## config.mk

```make
export PLATFORM = sky130hd
export DESIGN_NAME = ntt_ctrl
export DESIGN_NICKNAME = d
export VERILOG_FILES = /design/src/rtl/ntt_ctrl.sv
export SDC_FILE = /design/constraint.sdc
export NUM_CORES = 1
export LEC_CHECK = 0
export CAP_MARGIN = 20
export CORE_MARGIN = 5
export CORE_UTILIZATION = 55
export CTS_CLUSTER_SIZE = 14
export DETAILED_ROUTE_END_ITERATION = 6
export GPL_TIMING_DRIVEN = 0
export PLACE_DENSITY_LB_ADDON = 0.05
export SYNTH_ARGS = -nofsm -noshare
export SYNTH_HDL_FRONTEND = slang
export SYNTH_SLANG_ARGS = --single-unit
```

## constraint.sdc

```tcl
create_clock -name clk -period 2.65 [get_ports clk]
set_input_delay 0.265 -clock clk [delete_from_list [all_inputs] [get_ports clk]]
set_output_delay 0.265 -clock clk [all_outputs]
set_load 0.005 [all_outputs]
```

## src/rtl/ntt_ctrl.sv

```systemverilog
// ntt_ctrl: radix-2 NTT address sequencer with write-back delay line; define NTT_CTRL_PERF_EN to add stall_cnt.
module ntt_ctrl #(
    parameter int LOG_N = 8,
    parameter int LAT = 2
) (
    input  logic             clk,
    input  logic             rst,
    input  logic             start,
    input  logic             stall,
    output logic             busy,
    output logic             done,
    output logic [4:0]       stage,
    output logic             rd_en,
    output logic [LOG_N-1:0] rd_addr_u,
    output logic [LOG_N-1:0] rd_addr_v,
    output logic [LOG_N-2:0] tw_addr,
    output logic             wr_en,
    output logic [LOG_N-1:0] wr_addr_u,
    output logic [LOG_N-1:0] wr_addr_v
`ifdef NTT_CTRL_PERF_EN
    ,
    output logic [31:0]      stall_cnt
`endif
);
    localparam int JW = LOG_N - 1;

    typedef enum logic [1:0] {IDLE, RUN, DRAIN, DONE} state_t;

    state_t state, state_n;
    logic [4:0] s, s_n;
    logic [JW-1:0] j, j_n, k;
    logic [2:0] dc, dc_n;
    logic [LOG_N-1:0] jx, half;
    logic dv [LAT];
    logic [LOG_N-1:0] du [LAT];
    logic [LOG_N-1:0] dw [LAT];

    always_comb begin
        state_n = state;
        s_n = s;
        j_n = j;
        dc_n = dc;
        unique case (state)
            IDLE: if (start) begin
                state_n = RUN;
                s_n = '0;
                j_n = '0;
            end
            RUN: if (!stall) begin
                if (&j) begin
                    state_n = DRAIN;
                    dc_n = '0;
                end else j_n = j + 1'b1;
            end
            DRAIN: if (!stall) begin
                if (dc != 3'(LAT - 1)) dc_n = dc + 1'b1;
                else if (s == 5'(LOG_N - 1)) state_n = DONE;
                else begin
                    state_n = RUN;
                    s_n = s + 1'b1;
                    j_n = '0;
                end
            end
            DONE: begin
                state_n = IDLE;
                s_n = '0;
            end
        endcase
    end

    // u = group base (g * 2 * half) plus offset k inside the group; v sits half above it
    assign jx = {1'b0, j};
    assign half = LOG_N'(1) << s;
    assign k = j & ~({JW{1'b1}} << s);
    assign rd_en = state == RUN && !stall;
    assign rd_addr_u = state == RUN ? ((jx >> s) << (s + 5'd1)) | {1'b0, k} : '0;
    assign rd_addr_v = state == RUN ? rd_addr_u | half : '0;
    assign tw_addr = state == RUN ? k << (5'(JW) - s) : '0;
    assign busy = state != IDLE;
    assign done = state == DONE;
    assign stage = s;
    assign wr_en = dv[LAT-1] && !stall;
    assign wr_addr_u = du[LAT-1];
    assign wr_addr_v = dw[LAT-1];

    always_ff @(posedge clk or posedge rst) begin
        if (rst) begin
            state <= IDLE;
            s <= '0;
            j <= '0;
            dc <= '0;
            for (int i = 0; i < LAT; i++) begin
                dv[i] <= 1'b0;
                du[i] <= '0;
                dw[i] <= '0;
            end
        end else begin
            state <= state_n;
            s <= s_n;
            j <= j_n;
            dc <= dc_n;
            if (!stall) begin
                dv[0] <= rd_en;
                du[0] <= rd_addr_u;
                dw[0] <= rd_addr_v;
                for (int i = 1; i < LAT; i++) begin
                    dv[i] <= dv[i-1];
                    du[i] <= du[i-1];
                    dw[i] <= dw[i-1];
                end
            end
        end
    end

`ifdef NTT_CTRL_PERF_EN
    always_ff @(posedge clk or posedge rst) begin
        if (rst) stall_cnt <= '0;
        else if (state == IDLE && start) stall_cnt <= '0;
        else if (busy && stall && !(&stall_cnt)) stall_cnt <= stall_cnt + 1'b1;
    end
`endif
endmodule

```

==> results, run 1 <==
- Counting stages on the worst path, the most repeated cell is sky130_fd_sc_hd__buf_4.
- The maximum root-to-sink buffer count is 2.
- The detailed router's first-iteration violation count is between 300 and 400.
- Of the total synthesized cell area, the portion taken by XOR and XNOR cells is 1.27%.
- STA classifies the critical path startpoint as a flop.
- The multi-input combinational cell area is roughly 2200 um2.
- In the final routed layout, each cell accounts on average for slightly above 20 um.
- The min-delay analysis places its worst path in the category in -> async.
- The net count of the finished layout is ~500.
- The proportion of synthesized chip area in sequential cells is between 30% and 40%.
- For the worst-skew pair, the clock arrives at the later sink with an insertion delay of approximately 0.31 ns.
- The routed layout has between 3k and 4k vias.
- The max-cap violation count is 0.
- For this run, the total global-route usage over all layers was measured as 28.8%.
- Along the worst path, the maximum fanout reaches 10.
- The via count of the first global-routing pass was ~3.5k.
- The number of warnings printed during yosys synthesis is 0.
- The family of cells with the greatest summed delay on the critical path is compound AO/OA/AOI/OAI gates.
- The sequential standard cell area is between 1000 and 1500 um2.
- The floorplan die area is around 8000 um2.
- The type of the worst setup path is reg -> out.
- The share of total power dissipated in sequential elements is between 30% and 40%.
- The number of antenna violations at the first check in global routing is 0.
- Adding up every negative setup slack in the final design gives -2.65 ns.
- The final count of pins violating max slew came to 0.
- The synthesized design devotes to its leading area cell type between 30 and 40% of total area.
- The dominant combinational cell family by area after synthesis is simple AND/OR/NAND/NOR gates.
- For this configuration, the core starts out at a cell density of a little under three fifths.
- The post-detailed-route via-to-cell ratio is approximately 6.2.
- The H-tree generated during clock tree synthesis spans 2 levels.
- The slew at the pin with the worst max-slew slack is just over 0.6 ns.
- The async set-or-reset flop fraction in the synthesized netlist is 100%.
- The adder and majority gate portion of the synthesized area is 3.98%.
- Multiplexer cells account for 12.8% of the synthesized area.
- The post-synthesis cell type with the largest combined area is sky130_fd_sc_hd__dfrtp_1.
- The final count of negative-setup-slack endpoints is 18.
- Data on the critical path is required at its endpoint by between 2 and 2.5 ns.
- The synthesized design contains 51 register bits.
- The critical path goes through buf_4 -> ha_1 -> clkbuf_4 -> a2111oi_1 -> o21ai_0 -> o2bb2ai_2 -> buf_4 -> nand2_2 -> buf_6.
- The checks that failed: design-rule violations, negative setup slack.
- 52 I/O pins were placed.
- Headroom to the max-slew limit came out at around three fifths.
- The remaining design rule violation count is 1.
- Net switching is between 30% and 40% of the power.
- Counting flops with a built-in enable in the synthesized netlist gives 0.
- The data arrival time of the critical path is between 2 and 3 ns.
- The critical path buffer and inverter count is 4.
- The mean post-synth cell area is a little over 9 um2.
- The leakage power total is between 2 and 2.5 nW.
- The net switching component of the power is ~1.2 mW.
- The total detailed-routing wirelength is 11.3 mm.
- The power density of the placed cells is between 700 and 800 nW/um2.
- The number of buffers added by the clock tree synthesis step is 5.
- The share of the clock period used by the worst path after layout is 110%.
- The number of port buffers is slightly above 50.
- Clock tree synthesis found a total of between 50 and 60 sinks.
- The area growth from synthesis to layout is 43.0%.
- The net count after synthesis is 393.
- Clock-pin slew was measured on the worst setup and hold paths at between 0.1 and 0.15 ns.
- The cell with the largest stage delay on the worst path is sky130_fd_sc_hd__a2111oi_1.
- The combinational fraction of design power is around half.
- On the final layout, the worst clock skew is about 0.015 ns.
- The count of final hold-check violations came to 0.
- The final worst-path setup slack is -0.255 ns.
- After layout, the minimum clock period comes to 2.90 ns.
- The highest ir drop seen on vdd is ~510 uV.
- The antenna cell count is 0.
- The total of fill cells in the finished design is ~410.
- The number of nets with antenna violations after routing is 0.
- In this run the horizontal extent of the chip is between 80 and 90 um.
- The overall die height is around 89 um.
- The most common cell in the synthesized netlist is sky130_fd_sc_hd__dfrtp_1.
- Setup repair after global routing could not meet its margin everywhere.
- The dominant synthesized flop cell is sky130_fd_sc_hd__dfrtp_1.
- The internal portion of the total power is around 2.4 mW.
- The number of detailed-route iterations in the first pass is 7.
- The global-route wire length before repair is ~17 mm.
- Counting instances in the post-synthesis netlist gives the leading cell types as 51 x sky130_fd_sc_hd__dfrtp_1, 38 x sky130_fd_sc_hd__nand2_1, 31 x sky130_fd_sc_hd__nor2_1.
- The number of buffers inserted by hold repair at cts is 0.
- At the end of routability-driven placement, the weighted congestion stood at ~0.95.
- The post-synthesis cell area is between 3000 and 4000 um2.
- The tree is rooted in a sky130_fd_sc_hd__clkbuf_8.
- The area inside the core boundary is 6030 um2.
- The global route total overflow is 0.
- Per report_power, the clock group accounts for a little under a fifth of the total.
- The run finished, with violations left.
- The post-route total power is 3.58 mW.
- Derived from the worst setup path, the maximum achievable clock frequency is between 300 and 400 MHz.
- The share of layout cells above drive strength 1 is 39.5%.
- The total number of placement rows is 28.
- The count of cell types in the netlist is 64.
- The area fraction in and, or, nand and nor cells after synthesis is between 10% and 20%.
- TritonCTS built the clock tree.
- Summing the areas of all compound-gate instances in the mapped netlist gives between 15 and 20% of the synthesized area.
- On the worst path, the slowest cell contributes a delay of ~0.46 ns.
- The worst setup path is captured at an output pin.
- Sorting the synthesized cells by area gives the leading types as sky130_fd_sc_hd__dfrtp_1 37%, sky130_fd_sc_hd__mux2_2 9.4%, sky130_fd_sc_hd__nand2_1 4.1%, sky130_fd_sc_hd__ha_1 4.0%, sky130_fd_sc_hd__o21ai_0 3.6%.
- The detailed-placement wirelength estimate is 7.32 mm.
- The synthesized netlist cell count is 378.
- The maximum number of pins on one net before global-route repair is 31.
-- logic make-up after synthesis --
family / after synthesis
AO/OA/AOI/OAI: 84
XOR/XNOR: 5
adder cells (fa/ha/maj): 11
buffers and inverters: 55
flip-flops: 51
multiplexers: 38
AND/OR/NAND/NOR: 134
-- sequential cells by signal, summed over array words and instances, names as in the netlist --
register   count
state          2
wr_addr_u      8
du             8
j              7
dw             8
wr_addr_v      8
dc             3
dv             2
stage          5
-- metal layers --
layer | GRT usage, % | part of all wire [%]
met1 | 35.0 | 39
met5 | 0 | 0
met2 | 50.6 | 51
met4 | 12.7 | 3.7
met3 | 4.06 | 6.1
-- timing repair --
item                       CTS  global route
resized for setup          131            47
pin swaps                   23            21
setup endpoints to repair   24            29
setup buffers               36            11
gates cloned                 0             0
-- power by group through the flow --
stage / sequential (mW) / clock (mW) / combinational [mW]
after floorplan: 1.12 / 0 / 0.840
after global placement: 1.17 / 0 / 1.38
after detailed placement: 1.19 / 0 / 1.41
after CTS: 1.17 / 0.674 / 1.59
after global routing: 1.21 / 0.710 / 1.87
final: 1.18 / 0.674 / 1.73
-- stage by stage --
step                std cells  area [um2]  hold slack [ns]  utilization [%]  setup WS (ns)
floorplan                 378        3460            0.446                -          0.426
global placement          504        4060            0.460             67.4         -0.346
detailed placement        505        4080            0.475             67.7         -0.362
CTS                       549        4720            0.296             78.3         -0.195
global route              558        4940            0.316             82.0         -0.379
finish                    558        4940            0.287             82.0         -0.255
-- area by class of cell --
| cell class | count | share of cell area [%] |
|---|---|---|
| multi-input combinational | 272 | 44.7 |
| timing repair buffer | 97 | 17.2 |
| buffer | 38 | 6.03 |
| clock buffer | 5 | 1.39 |
| clock inverter | 3 | 1.44 |
| tap | 75 | 1.90 |
| sequential | 51 | 25.9 |
| inverter | 17 | 1.37 |
-- path summary, 6_finish.rpt --
path	cells past startpoint	start	to	slack, ns
worst max-delay path	9	stage[0]$_DFFE_PP0P_	rd_addr_v[4]	-0.25
worst min-delay path	2	rst	wr_addr_v[0]$_DFFE_PP0N_	0.29
worst max register to register	10	stage[0]$_DFFE_PP0P_	dw[12]$_DFFE_PP0N_	-0.02
worst min register to register	1	du[14]$_DFFE_PP0N_	du[14]$_DFFE_PP0N_	0.49
max in group asynchronous	3	rst	du[11]$_DFFE_PP0N_	1.82
min in group clk	1	du[14]$_DFFE_PP0N_	du[14]$_DFFE_PP0N_	0.49
-- layout by cell type, fill, tap and decap left out, drive strengths merged, types with 3 or more instances in the layout --
cell type and instances:
or2 3, o21ai 26, nand3 8, mux2 30
nand4 3, nand2b 4, buf 87, a21oi 9
o22ai 3, or3 4, nand2 39, o211ai 5
a21boi 4, dfrtp 51, ha 11, o31a 5
clkbuf 18, mux2i 7, xor2 4, a31oi 5
nor3 13, nor2 31, nor2b 8, inv 16
clkdlybuf4s50 34, and2 5, a32oi 3, and3 5
nor4 4
Note: power is estimated with default switching activity, not from simulation.
==> inputs of run 2 (changes only) <==
==> constraint.sdc (replaced) <==
create_clock -name clk -period 2.8 [get_ports clk]
set_input_delay 0.28 -clock clk [delete_from_list [all_inputs] [get_ports clk]]
set_output_delay 0.28 -clock clk [all_outputs]
set_load 0.005 [all_outputs]
==> results, run 2 (synthesis results as in run 1) <==
- The family of cells with the greatest summed delay on the critical path is compound AO/OA/AOI/OAI gates.
- The cell area after placement is 4080 um2.
- After clock tree synthesis, the clock-pin slew on the worst setup and hold paths is roughly 0.11 ns.
- The run finished, with violations left.
- The worst max-slew margin expressed relative to the limit is 55.9%.
- The number of hold buffers added after CTS was 0.
- The final count of pins violating max slew is 0.
- The biggest cell delay along the critical path is 0.41 ns.
- The data arrival time of the critical path is between 2 and 3 ns.
- Setup repair after global routing could not meet its margin everywhere.
- The combinational fraction of design power is between 40 and 50%.
- The remaining design rule violation count is 0.
- At the later pin of the worst-skew pair, clock insertion delay measures between 0.3 and 0.4 ns.
- Across every metal layer, demand over resource in global routing totals a little over a quarter.
- The final cell count without fillers is around 550.
- The share of the clock period used by the worst path after layout is 105%.
- The floorplan die area is about 8000 um2.
- The width of the die is between 80 and 90 um.
- The final count of negative-setup-slack endpoints is 10.
- Buffers placed on the I/O ports in this run total ~50.
- The instance count after placement with tap cells included is slightly above 500.
- The total of fill cells in the finished design is between 400 and 500.
- In this run the register-to-register setup slack is around 0.25 ns.
- The number of detailed-route iterations in the first pass is 5.
- In this run, CTS created clock tree buffers numbering 5.
- The post-route core utilization is slightly above 80%.
- The final RePlAce weighted congestion is around 0.95.
- The max-cap violation count is 0.
- The starting density of the core is 57.4%.
- The first global-routing pass estimated ~17 mm of wire.
- The total detailed-routing wirelength is approximately 11 mm.
- The clock network is responsible for 18.5% of the overall power.
- The kind of launch point of the worst setup path is a flop.
- The library cells used most frequently in the layout, excluding fill and tap cells, are 53 x sky130_fd_sc_hd__buf_4, 48 x sky130_fd_sc_hd__dfrtp_1, 32 x sky130_fd_sc_hd__nand2_1, 32 x sky130_fd_sc_hd__clkdlybuf4s50_1, 28 x sky130_fd_sc_hd__nor2_1.
- After layout, the worst setup slack is -0.127 ns.
- Registers are responsible for about a third of the overall power.
- The maximum number of pins on one net before global-route repair is 31.
- Final hold analysis gives a worst-case slack of just under 0.3 ns.
- For this block, the via count after detailed routing is around 3.5k.
- The maximum fanout along the worst path is 8.
- The area of all placed cells without fillers is just under 5000 um2.
- The busiest metal layer after global routing is met2.
- The via count of the first global-routing pass is roughly 3.3k.
- Among the stages of the critical path, the cell type that occurs most often is sky130_fd_sc_hd__buf_4.
- In the final routed layout, each cell accounts on average for approximately 20 um.
- For this block, the initial DRC count from the detailed router was 339.
- The most common cell after layout, fill and taps aside is sky130_fd_sc_hd__buf_4.
- In this run the number of H-tree levels came out at 2.
- The smallest clock period supported by the final layout is computed as slightly below 3 ns.
- Summed over all cells, the static leakage comes to approximately 2.2 nW.
- In the global route stage, met3 resource usage came out at ~4.0%.
- Using the TritonRoute via totals, the vias-per-cell ratio works out to roughly 6.3.
- The die is roughly 89 um tall.
- The TritonCTS clock tree is yes.
- Timing would allow up to about 340 MHz.
- The maximum root-to-sink buffer count is 2.
- Traced cell by cell, the critical path runs through buf_6 -> mux2_4 -> a32oi_4 -> o41ai_2 -> buf_4 -> buf_4 -> a311oi_4 -> o31a_1 -> buf_4 -> nand2b_1 -> buf_2.
- From synthesis to final layout, the design area changed by 41.5%.
- The number of buffers and inverters on the critical path is 5.
- Summed over all nets, the switching power comes to ~1.2 mW.
- The endpoint kind of the worst setup timing path is an output pin.
- In this run the remaining antenna-violating nets after routing total 0.
- The worst hold path belongs to the class in -> async.
- The region available for standard cell placement spans 6030 um2.
- The endpoint required time on the critical path is about 2.5 ns.
- The count of final hold-check violations is 0.
- In this run the count of I/O pins placed on the die edge is 52.
- Detailed placement finished with a half-perimeter wire length of around 7.3 mm.
- Across the VDD grid, the largest voltage drop is 497 uV.
- The root buffer cell is sky130_fd_sc_hd__clkbuf_8.
- In the final design database the tool counted 492 nets.
- The slowest stage of the critical path belongs to the cell sky130_fd_sc_hd__dfrtp_1.
- The checks that failed: negative setup slack.
- The net switching fraction of the power is 34.2%.
- The post-route clock skew is roughly 0.011 ns.
- The met2 demand-to-capacity share in global routing is 48.6%.
- The global route total overflow is 0.
- The power density of the placed cells is around 700 nW/um2.
- For the worst flop-to-flop path, the logic depth is 12.
- Timing analysis after detailed placement gives a worst setup slack of -0.227 ns.
- The start of the worst register-to-register path is stage[0]$_DFFE_PP0P_.
- The share of layout cells above drive strength 1 is a little under two fifths.
- 0 antenna diodes ended up in the layout.
- For the pin with the worst max-slew slack, the measured transition is 0.662 ns.
- The number of antenna violations at the first check in global routing is 0.
- In this run the critical register-to-register path is captured at du[15]$_DFFE_PP0N_.
- The type of the worst setup path is reg -> out.
- The total number of placement rows is 28.
- The internal power of the cells is roughly 2.3 mW.
- The number of clock sinks seen by CTS is 51.
- The met1 usage is approximately a third.
## run 2: cell types whose count changed in the layout (fill, tap and decap cells not counted), sizes merged
cell,delta
dlymetal6s2s,+3
buf,-7
clkdlybuf4s50,-2
clkbuf,+1
## run 2: worst reg2reg max path, stage by stage, from the launching register on
cell,delay [ns]
sky130_fd_sc_hd__dfrtp_1,0.41
sky130_fd_sc_hd__buf_6,0.17
sky130_fd_sc_hd__mux2_4,0.34
sky130_fd_sc_hd__a32oi_4,0.21
sky130_fd_sc_hd__o41ai_2,0.12
sky130_fd_sc_hd__buf_4,0.17
sky130_fd_sc_hd__buf_4,0.14
sky130_fd_sc_hd__a311oi_4,0.26
sky130_fd_sc_hd__o31a_1,0.22
sky130_fd_sc_hd__buf_4,0.13
sky130_fd_sc_hd__buf_4,0.11
sky130_fd_sc_hd__buf_4,0.09
sky130_fd_sc_hd__a21oi_1,0.05
## run 2: power by group through the flow
stage | combinational, mW | clock, mW | sequential, mW
finish | 1.69 | 0.636 | 1.11
global route | 1.82 | 0.670 | 1.14
CTS | 1.47 | 0.638 | 1.11
detailed placement | 1.34 | 0 | 1.12
global placement | 1.30 | 0 | 1.11
floorplan | 0.795 | 0 | 1.06
## run 2: how the worst max path moves through the flow
stage                               startpoint           end  slack, ns  cells after the start
after floorplan           stage[0]$_DFFE_PP0P_  rd_addr_v[6]       0.56                      7
after global placement    stage[3]$_DFFE_PP0P_  rd_addr_v[5]      -0.21                      7
after detailed placement  stage[3]$_DFFE_PP0P_  rd_addr_v[5]      -0.23                      7
after CTS                 stage[4]$_DFFE_PP0P_  rd_addr_v[5]      -0.19                      7
after global routing      stage[0]$_DFFE_PP0P_  rd_addr_v[7]      -0.20                     11
final                     stage[0]$_DFFE_PP0P_  rd_addr_v[7]      -0.13                     11
## run 2: through the flow
stage	setup TNS (ns)	total power [mW]
finish	-0.783	3.44
global route	-1.69	3.63
CTS	-0.931	3.22
detailed placement	-1.63	2.46
global placement	-1.58	2.41
floorplan	0	1.85
## run 2: timing repair
item / 4_1_cts / 5_1_grt
resized for setup: 112 / 55
endpoints found under the setup margin: 24 / 23
pin swaps: 18 / 18
setup buffers: 28 / 13
## run 2: layout make-up
class | count | area, um2 | share of cell area [%]
well taps | 75 | 93.8 | 1.92
clock inverters | 3 | 71.3 | 1.46
plain buffers | 37 | 284 | 5.81
inverters | 17 | 67.6 | 1.38
repair buffers | 93 | 825 | 16.9
flip-flops and latches | 51 | 1280 | 26.2
multi-input cells | 272 | 2200 | 45.0
clock buffers | 5 | 68.8 | 1.41
## run 2: per-layer routing
| layer | wire [um] | up-vias |
|---|---|---|
| li1 | - | 1544 |
| met1 | 4290 | 1714 |
| met2 | 5810 | 186 |
| met3 | 748 | 38 |
| met4 | 364 | 0 |
| met5 | 0 | - |
==> inputs of run 3 (changes only) <==
--- a/config.mk
+++ b/config.mk
@@ -11,7 +11,7 @@
 export CTS_CLUSTER_SIZE = 14
 export DETAILED_ROUTE_END_ITERATION = 6
 export GPL_TIMING_DRIVEN = 0
-export PLACE_DENSITY_LB_ADDON = 0.05
+export PLACE_DENSITY = 0.8
 export SYNTH_ARGS = -nofsm -noshare
 export SYNTH_HDL_FRONTEND = slang
 export SYNTH_SLANG_ARGS = --single-unit
==> constraint.sdc (replaced) <==
create_clock -name clk -period 2.7 [get_ports clk]
set_input_delay 0.27 -clock clk [delete_from_list [all_inputs] [get_ports clk]]
set_output_delay 0.27 -clock clk [all_outputs]
set_load 0.005 [all_outputs]
==> results, run 3 (synthesis results as in run 1) <==
- Summed over all nets, the switching power comes to between 1 and 1.5 mW.
- The endpoint kind of the worst setup timing path is an output pin.
- The number of antenna violations at the first check in global routing is 0.
- Setup repair after global routing could not meet its margin everywhere.
- The share of layout cells above drive strength 1 is a little under two fifths.
- Among all stages on the critical path, the largest delay is contributed by sky130_fd_sc_hd__dfrtp_1.
- The final RePlAce weighted congestion is about 1.
- On the final layout, the worst clock skew is between 0.008 and 0.009 ns.
- The number of nets in the layout is roughly 500.
- The maximum fanout along the worst path is 8.
- The TritonCTS clock tree is yes.
- The number of clock buffers added by TritonCTS is 5.
- The checks that failed: negative setup slack.
- Summed over all layers, the global routing overflow is 0.
- The run finished, with violations left.
- Detailed placement finished with a half-perimeter wire length of 7.30 mm.
- The leakage power total is ~2.2 nW.
- The post-detailed-route via-to-cell ratio is a little over 6.
- The floorplan die area is about 8000 um2.
- The endpoint required time on the critical path is approximately 2.4 ns.
- Leaving out fill and tap cells, the most frequent cell in the layout is sky130_fd_sc_hd__buf_4.
- The number of nets with antenna violations after routing is 0.
- The dominant cell type by count on the critical path is sky130_fd_sc_hd__buf_4.
- The global-route wire length before repair is approximately 17 mm.
- The biggest cell delay along the critical path is about 0.40 ns.
- VDD sags by at most around 540 uV.
- The via count of the first global-routing pass is about 3.3k.
- The worst register-to-register path ends at du[15]$_DFFE_PP0N_.
- The number of detailed-route iterations in the first pass is 5.
- The slew at the pin with the worst max-slew slack is ~0.61 ns.
- The maximum number of pins on one net before global-route repair is 37.
- The net switching fraction of the power is about a third.
- In this run the register-to-register setup slack is about 0.14 ns.
- The number of buffers inserted by hold repair at cts is 0.
- The die is around 89 um tall.
- The family of cells with the greatest summed delay on the critical path is compound AO/OA/AOI/OAI gates.
- After layout, the worst path uses 106% of the clock period.
- The clock drives approximately 50 sinks.
- The clock latency at the later pin of the worst-skew pair is 0.32 ns.
- The area growth from synthesis to layout is 39.9%.
- The maximum root-to-sink buffer count is 2.
- The library cells used most frequently in the layout, excluding fill and tap cells, are 58 x sky130_fd_sc_hd__buf_4, 48 x sky130_fd_sc_hd__dfrtp_1, 32 x sky130_fd_sc_hd__nand2_1.
- The root buffer cell is sky130_fd_sc_hd__clkbuf_8.
- For this block, the via count after detailed routing is ~3.4k.
- The type of the worst setup path is reg -> out.
- Combinational cells account for approximately half of the total power.
- The clock network burns 16.9% of the power.
- After the first detailed-routing iteration, the DRC count stood at roughly 310.
- The floorplan step set the die width to ~89 um.
- The critical path buffer and inverter count is 4.
- Port buffering added 51 buffers.
- The starting density of the core is between 50% and 60%.
- The worst hold path belongs to the class in -> async.
- The time the worst path needs with I/O delays and setup is 2.87 ns.
- In this run the core area contains 28 standard-cell rows.
- The final count of negative-setup-slack endpoints is 10.
- Traced cell by cell, the critical path runs through buf_6 -> mux2_4 -> a221oi_4 -> buf_4 -> nor3_4 -> a311oi_2 -> o31a_1 -> buf_4 -> nand2b_1 -> buf_2.
- The worst max-slew margin expressed relative to the limit is roughly three fifths.
- Wires add up to ~11 mm.
- The average routed wire per standard cell is just under 20 um.
- Summed over all failing endpoints, the final setup total negative slack is -1.16 ns.
- The internal portion of the total power is around 2.3 mW.
- The area inside the core boundary is approximately 6000 um2.
- The final count of pins violating max slew was 0.
- Clock-pin slew was measured on the worst setup and hold paths at 0.10 ns.
- In this run the critical register-to-register path is launched from stage[0]$_DFFE_PP0P_.
- The max-cap violation count is 0.
- The post-placement setup slack is -0.264 ns.
- Derived from the worst setup path, the maximum achievable clock frequency is ~350 MHz.
- The depth of the most critical reg-to-reg path is 12.
- Once routing completed, OpenROAD measured the worst setup slack at -0.172 ns.
- In the global route stage, overall resource usage came out at ~28%.
- The power density of the placed cells is just over 700 nW/um2.
- STA classifies the critical path startpoint as a flop.
- The antenna cell count is 0.
- The count of final hold-check violations is 0.
- For this run, design rule violations remaining after detail routing come to 0.
- In this run the number of H-tree levels came out at 2.
- 52 I/O pins were placed.
- After filler insertion, the fill cell instance count of the layout stands at slightly below 400.
- The sequential share of power is 33.6%.
- STA puts the critical path data arrival time at ~2.6 ns.
[run 3: cell type report]
class	instances	area, um2	area share (%)
multi-input combinational	272	2170	44.9
sequential	51	1280	26.5
timing repair buffer	95	806	16.7
buffer	38	290	6.00
tap	75	93.8	1.94
clock buffer	6	82.6	1.71
inverter	17	71.3	1.47
clock inverter	2	38.8	0.802
[run 3: per-layer routing]
layer	routed length [um]	GRT usage, %
met5	0	0
met4	273	8.53
met3	829	4.52
met2	5290	46.6
met1	4320	36.6
[run 3: how the worst max path moves through the flow]
stage | start | endpoint | slack, ns | cells past startpoint
final | stage[0]$_DFFE_PP0P_ | rd_addr_v[7] | -0.17 | 10
after CTS | stage[0]$_DFFE_PP0P_ | rd_addr_v[6] | -0.12 | 8
after detailed placement | stage[1]$_DFFE_PP0P_ | rd_addr_u[3] | -0.26 | 9
after global routing | stage[0]$_DFFE_PP0P_ | rd_addr_v[7] | -0.21 | 10
after floorplan | stage[0]$_DFFE_PP0P_ | rd_addr_v[6] | 0.47 | 7
after global placement | stage[4]$_DFFE_PP0P_ | rd_addr_v[6] | -0.28 | 8
[run 3: what timing repair did]
item                                   in CTS  in global routing
endpoints found under the hold margin       0                  0
setup endpoints to repair                  24                 26
setup buffers                              37                  8
gates resized for setup                   141                 23
pin swaps                                  27                 16
[run 3: worst register-to-register path, stage by stage, from the launching register on]
cell and delay, ns:
sky130_fd_sc_hd__dfrtp_1 0.40, sky130_fd_sc_hd__buf_6 0.15, sky130_fd_sc_hd__mux2_4 0.33, sky130_fd_sc_hd__a221oi_4 0.33
sky130_fd_sc_hd__buf_4 0.18, sky130_fd_sc_hd__nor3_4 0.04, sky130_fd_sc_hd__a311oi_2 0.32, sky130_fd_sc_hd__o31a_1 0.22
sky130_fd_sc_hd__buf_4 0.13, sky130_fd_sc_hd__buf_4 0.09, sky130_fd_sc_hd__buf_4 0.10, sky130_fd_sc_hd__buf_4 0.09
sky130_fd_sc_hd__a21oi_1 0.05
[run 3: power groups by stage]
stage               Combinational [mW]  Clock [mW]  Sequential (mW)
floorplan                        0.824           0             1.10
global placement                  1.36           0             1.15
detailed placement                1.40           0             1.16
CTS                               1.62       0.595             1.16
global route                      1.85       0.629             1.19
finish                            1.71       0.585             1.16
[run 3: stage by stage]
step                power, mW  hold WS, ns  cell area (um2)  cells  util [%]
CTS                      3.37        0.251             4720    550      78.4
detailed placement       2.56        0.471             4080    505      67.7
floorplan                1.92        0.446             3460    378         -
global placement         2.52        0.461             4060    504      67.4
global route             3.67        0.263             4840    556      80.3
finish                   3.46        0.244             4840    556      80.3
==> patch 1, RTL diff (config.mk and constraints of run 3) <==
Add a define of `NTT_CTRL_PERF_EN`.
--- a/src/rtl/ntt_ctrl.sv
+++ b/src/rtl/ntt_ctrl.sv
@@ -1,3 +1,5 @@
 // ntt_ctrl: radix-2 NTT address sequencer with write-back delay line; define NTT_CTRL_PERF_EN to add stall_cnt.
+`define NTT_CTRL_PERF_EN
+
 module ntt_ctrl #(
     parameter int LOG_N = 8,
Check against the original RTL (old outputs only; new: stall_cnt): equivalent (equiv_simple and equiv_induct, registers matched by name and starting in step).
==> patch 1 against run 3 <==
  * Sequential cell count rose by 32
  * Core utilization rose by 0.17 points
  * Critical path type unchanged
  * The flow still finishes with violations (negative setup slack)
  * Highest routed layer unchanged
  * Setup slack got worse by 0.049 ns
  * Clock skew rose by 0.0025 ns
  * Clock power rose by 63%
  * First-iteration DRC count rose by 64%
  * Sequential power rose by 66%
  * Synthesized cell count rose by 52%
  * Area after synthesis rose by 48%
  * Total power rose by 91%
  * Critical endpoint is now rd_addr_v[2]
  * Largest cell class unchanged
  * Cell area rose by 52%
  * Via count rose by 58%
  * Routed wire length rose by 60%
  * Die area rose by 42%
  * Largest power group unchanged
==> patch 1: results (changes against run 3) <==
- Final setup violation count: 14 (+4)
- CTS buffer count: 9 (+4)
- First-pass GRT wire length: 26.4 mm (+56%)
- Status: finished with violations
- Sequential area share after synthesis: 0.405 (+0.0361)
- First-iteration detailed-routing DRC count: 510 (+64%)
- Place WS: -0.764 ns (-0.500 ns)
- Layout Nets: 737 (+49%)
- Static leakage: 3.19 nW (+47%)
- Min setup slack post-route: -0.221 ns (-0.0494 ns)
- Slowest stage cell, crit path: dfrtp_2
- Commonest cells in the netlist: 83 x dfrtp_1, 63 x nor2_1, 57 x nand2_1, 30 x clkbuf_1, 27 x nand3_1
- Delay of the slowest critical-path stage: 0.46 ns (+0.06 ns)
- Worst Tran Pin Value: 0.855 ns (+0.244 ns)
- Syn_area_per_cell: 8.94 um^2 (-2.2%)
- Clock skew: 0.0110 ns (+0.00249 ns)
- Synth Area in Adders: 0.0146 (-0.0252)
- DR vias: 5404 (+58%)
- Post-Place Cells: 767 (+52%)
- WP data arrival: 2.65 ns (+0.05 ns)
- Clk_lat worst skew: 0.36 ns (+0.04 ns)
- Post-synthesis mux area share: 0.0686 (-0.0595)
- Failing checks: negative setup slack
- H-tree lvl count: 3 (+1)
- FF-to-FF setup slack: 0.09 ns (-0.05 ns)
- Xor and xnor fraction of the mapped netlist area: 0.0530 (+0.0403)
- Post-Synthesis Net Count: 583 (+48%)
patch 1: worst max-delay path by stage:
stage             start      endpoint  slack (ns)  cells past startpoint
2_1_floorplan       rst         dc[0]        0.29                      1
3_3_place_gp        rst          j[5]       -0.94                      2
3_5_place_dp   stage[1]  rd_addr_v[4]       -0.76                      9
4_1_cts        stage[0]  rd_addr_v[4]       -0.13                      9
5_1_grt        stage[0]  rd_addr_v[2]       -0.27                     11
6_report       stage[0]  rd_addr_v[2]       -0.22                      9
patch 1: per-layer routing:
metal | vias up | GRT usage | part of all wire
li1 | 2340 | - | -
met1 | 2601 | 0.383 | 0.40
met2 | 368 | 0.462 | 0.47
met3 | 95 | 0.0577 | 0.081
met4 | 0 | 0.146 | 0.050
met5 | - | 0 | 0
patch 1: area by class of cell:
| type | instances | area (um^2) | area share |
|---|---|---|---|
| Buffer | 41 | 312 | 0.0423 |
| Clock buffer | 10 | 138 | 0.0187 |
| Clock inverter | 6 | 71.3 | 0.00969 |
| Inverter | 17 | 75.1 | 0.0102 |
| Sequential cell | 83 | 2080 | 0.283 |
| Timing Repair Buffer | 151 | 1340 | 0.182 |
| Multi-Input combinational cell | 424 | 3200 | 0.435 |
| Tap cell | 111 | 139 | 0.0189 |
patch 1: where the power goes:
group	switching (mW)	total, mW	leakage, nW	internal [mW]
combinational	1.65	3.74	2.03	2.10
sequential	0.373	1.92	1.07	1.55
clock	0.490	0.952	0.0999	0.463
patch 1: worst reg2reg max path: cells and delay by family (launching register included):
family                 cells  cell delay, ns
buffers and inverters      5            0.64
AOI/OAI and AO/OA          2            0.61
muxes                      2            0.56
DFF                        1            0.46
and+or+nand+nor            2            0.26
patch 1: what timing repair did:
item,CTS,global route
resized for setup,167,50
pin swaps,31,24
hold buffers,0,0
buffers inserted,53,16
gates cloned,0,0
endpoints found under the setup margin,38,27
==> patch 2, RTL diff (flow settings as in run 3) <==
Made on the original files. Re-encode `state_t` (4 states) as one-hot, 4 bits wide.
--- a/src/rtl/ntt_ctrl.sv
+++ b/src/rtl/ntt_ctrl.sv
@@ -25,5 +25,5 @@
     localparam int JW = LOG_N - 1;
 
-    typedef enum logic [1:0] {IDLE, RUN, DRAIN, DONE} state_t;
+    typedef enum logic [3:0] {IDLE = 4'b0001, RUN = 4'b0010, DRAIN = 4'b0100, DONE = 4'b1000} state_t;
 
     state_t state, state_n;
Function: no difference found for any inputs over 10 cycles, from zero or initial values and one cycle with rst high; not proved beyond that.
==> patch 2 against run 3 <==
  * The flow still finishes with violations (negative setup slack)
  * Total power is 1.2% lower
  * Area after synthesis is 4.8% higher
  * Register-to-register slack better by 0.06 ns
  * Setup slack better by 0.0053 ns
  * Cell area is 8.2% higher
  * Die area is 4.3% higher
  * Sequential cell count is 2 higher
  * Combinational power is 6% higher
  * Routed wire length is 13% higher
  * Global-route usage is 0.98 points lower
  * Count of clock-buffer cells in the layout is 1 lower
  * Largest cell class unchanged
==> patch 2: results (changes against run 3) <==
- Sequential area share after synthesis: 0.366 (-0.00280)
- M2 GR Usage: 0.441 (-0.0244)
- Routability congestion estimate: 1.01 (+2.3%)
- Non-clk invs: 14 (-3)
- Vias per cell: 6.25 (+1.9%)
- Synth unique cells: 68 (+6.3%)
- IR drop worst, VDD: 0.000528 V (-1.8%)
- Largest net degree at the start of global routing: 45 (+22%)
- Post-synthesis compound-gate area fraction: 0.204 (+0.0267)
- Metal-1 WL: 4.91 mm (+14%)
- Area occupied by multi-input gates: 2440 um^2 (+12%)
- Post-Place Cells: 551 (+9.1%)
- Xor and xnor fraction of the mapped netlist area: 0.0121 (-0.000582)
- Clock Sinks: 53 (+3.9%)
- Core Rows: 29 (+3.6%)
- DR WL/cell: 20.0 um (+3.8%)
- Tot GR Track Use: 0.267 (-0.00983)
- First-pass GRT wire length: 18.3 mm (+8.2%)
- Met3 usage: 0.0678 (+0.0226)
- Failing checks: negative setup slack
- Seq area share: 0.255 (-0.00966)
- First-iteration detailed-routing DRC count: 315 (+1.3%)
- Min setup slack post-route: -0.167 ns (+0.00531 ns)
- Clock buffer count: 5 (-1)
- Area after DPL: 4250 um^2 (+4.1%)
- Final TNS setup: -0.882 ns (+0.282 ns)
- Comb_multi_in: 305 (+12%)
- Layout Nets: 535 (+8.1%)
- Layout cells sized above 1: 0.421 (+0.0387)
- Synth Area in Adders: 0.0173 (-0.0225)
- Static leakage: 2.29 nW (+5.6%)
- Fraction of area in multi-input gates: 0.466 (+0.0166)
- WL met3: 879 um (+6.0%)
- Status: finished with violations
- Final setup violation count: 10 (unchanged)
-- patch 2: worst max-delay path, stage by stage (launching register included) --
cell	delay [ns]
dfrtp_1	0.44
buf_6	0.16
mux2_4	0.33
a221o_1	0.29
and3_4	0.19
o31a_1	0.27
a21boi_4	0.20
buf_6	0.12
buf_6	0.09
a21oi_2	0.04
buf_2	0.14
-- patch 2: worst paths after layout --
check | start | endpoint | slack, ns | cells past startpoint
min in group clk | du[10] | du[10] | 0.49 | 2
worst max register to register | state[1] | stage[4] | 0.20 | 9
worst min-delay path | rst | state[1] | 0.18 | 2
max in group asynchronous | rst | state[0] | 1.97 | 3
worst min register to register | du[10] | du[10] | 0.49 | 2
worst max-delay path | stage[0] | rd_addr_v[3] | -0.17 | 10
-- patch 2: power breakdown --
group | internal, mW | switching (mW)
logic | 0.935 | 0.871
registers | 0.978 | 0.157
clock network | 0.189 | 0.289
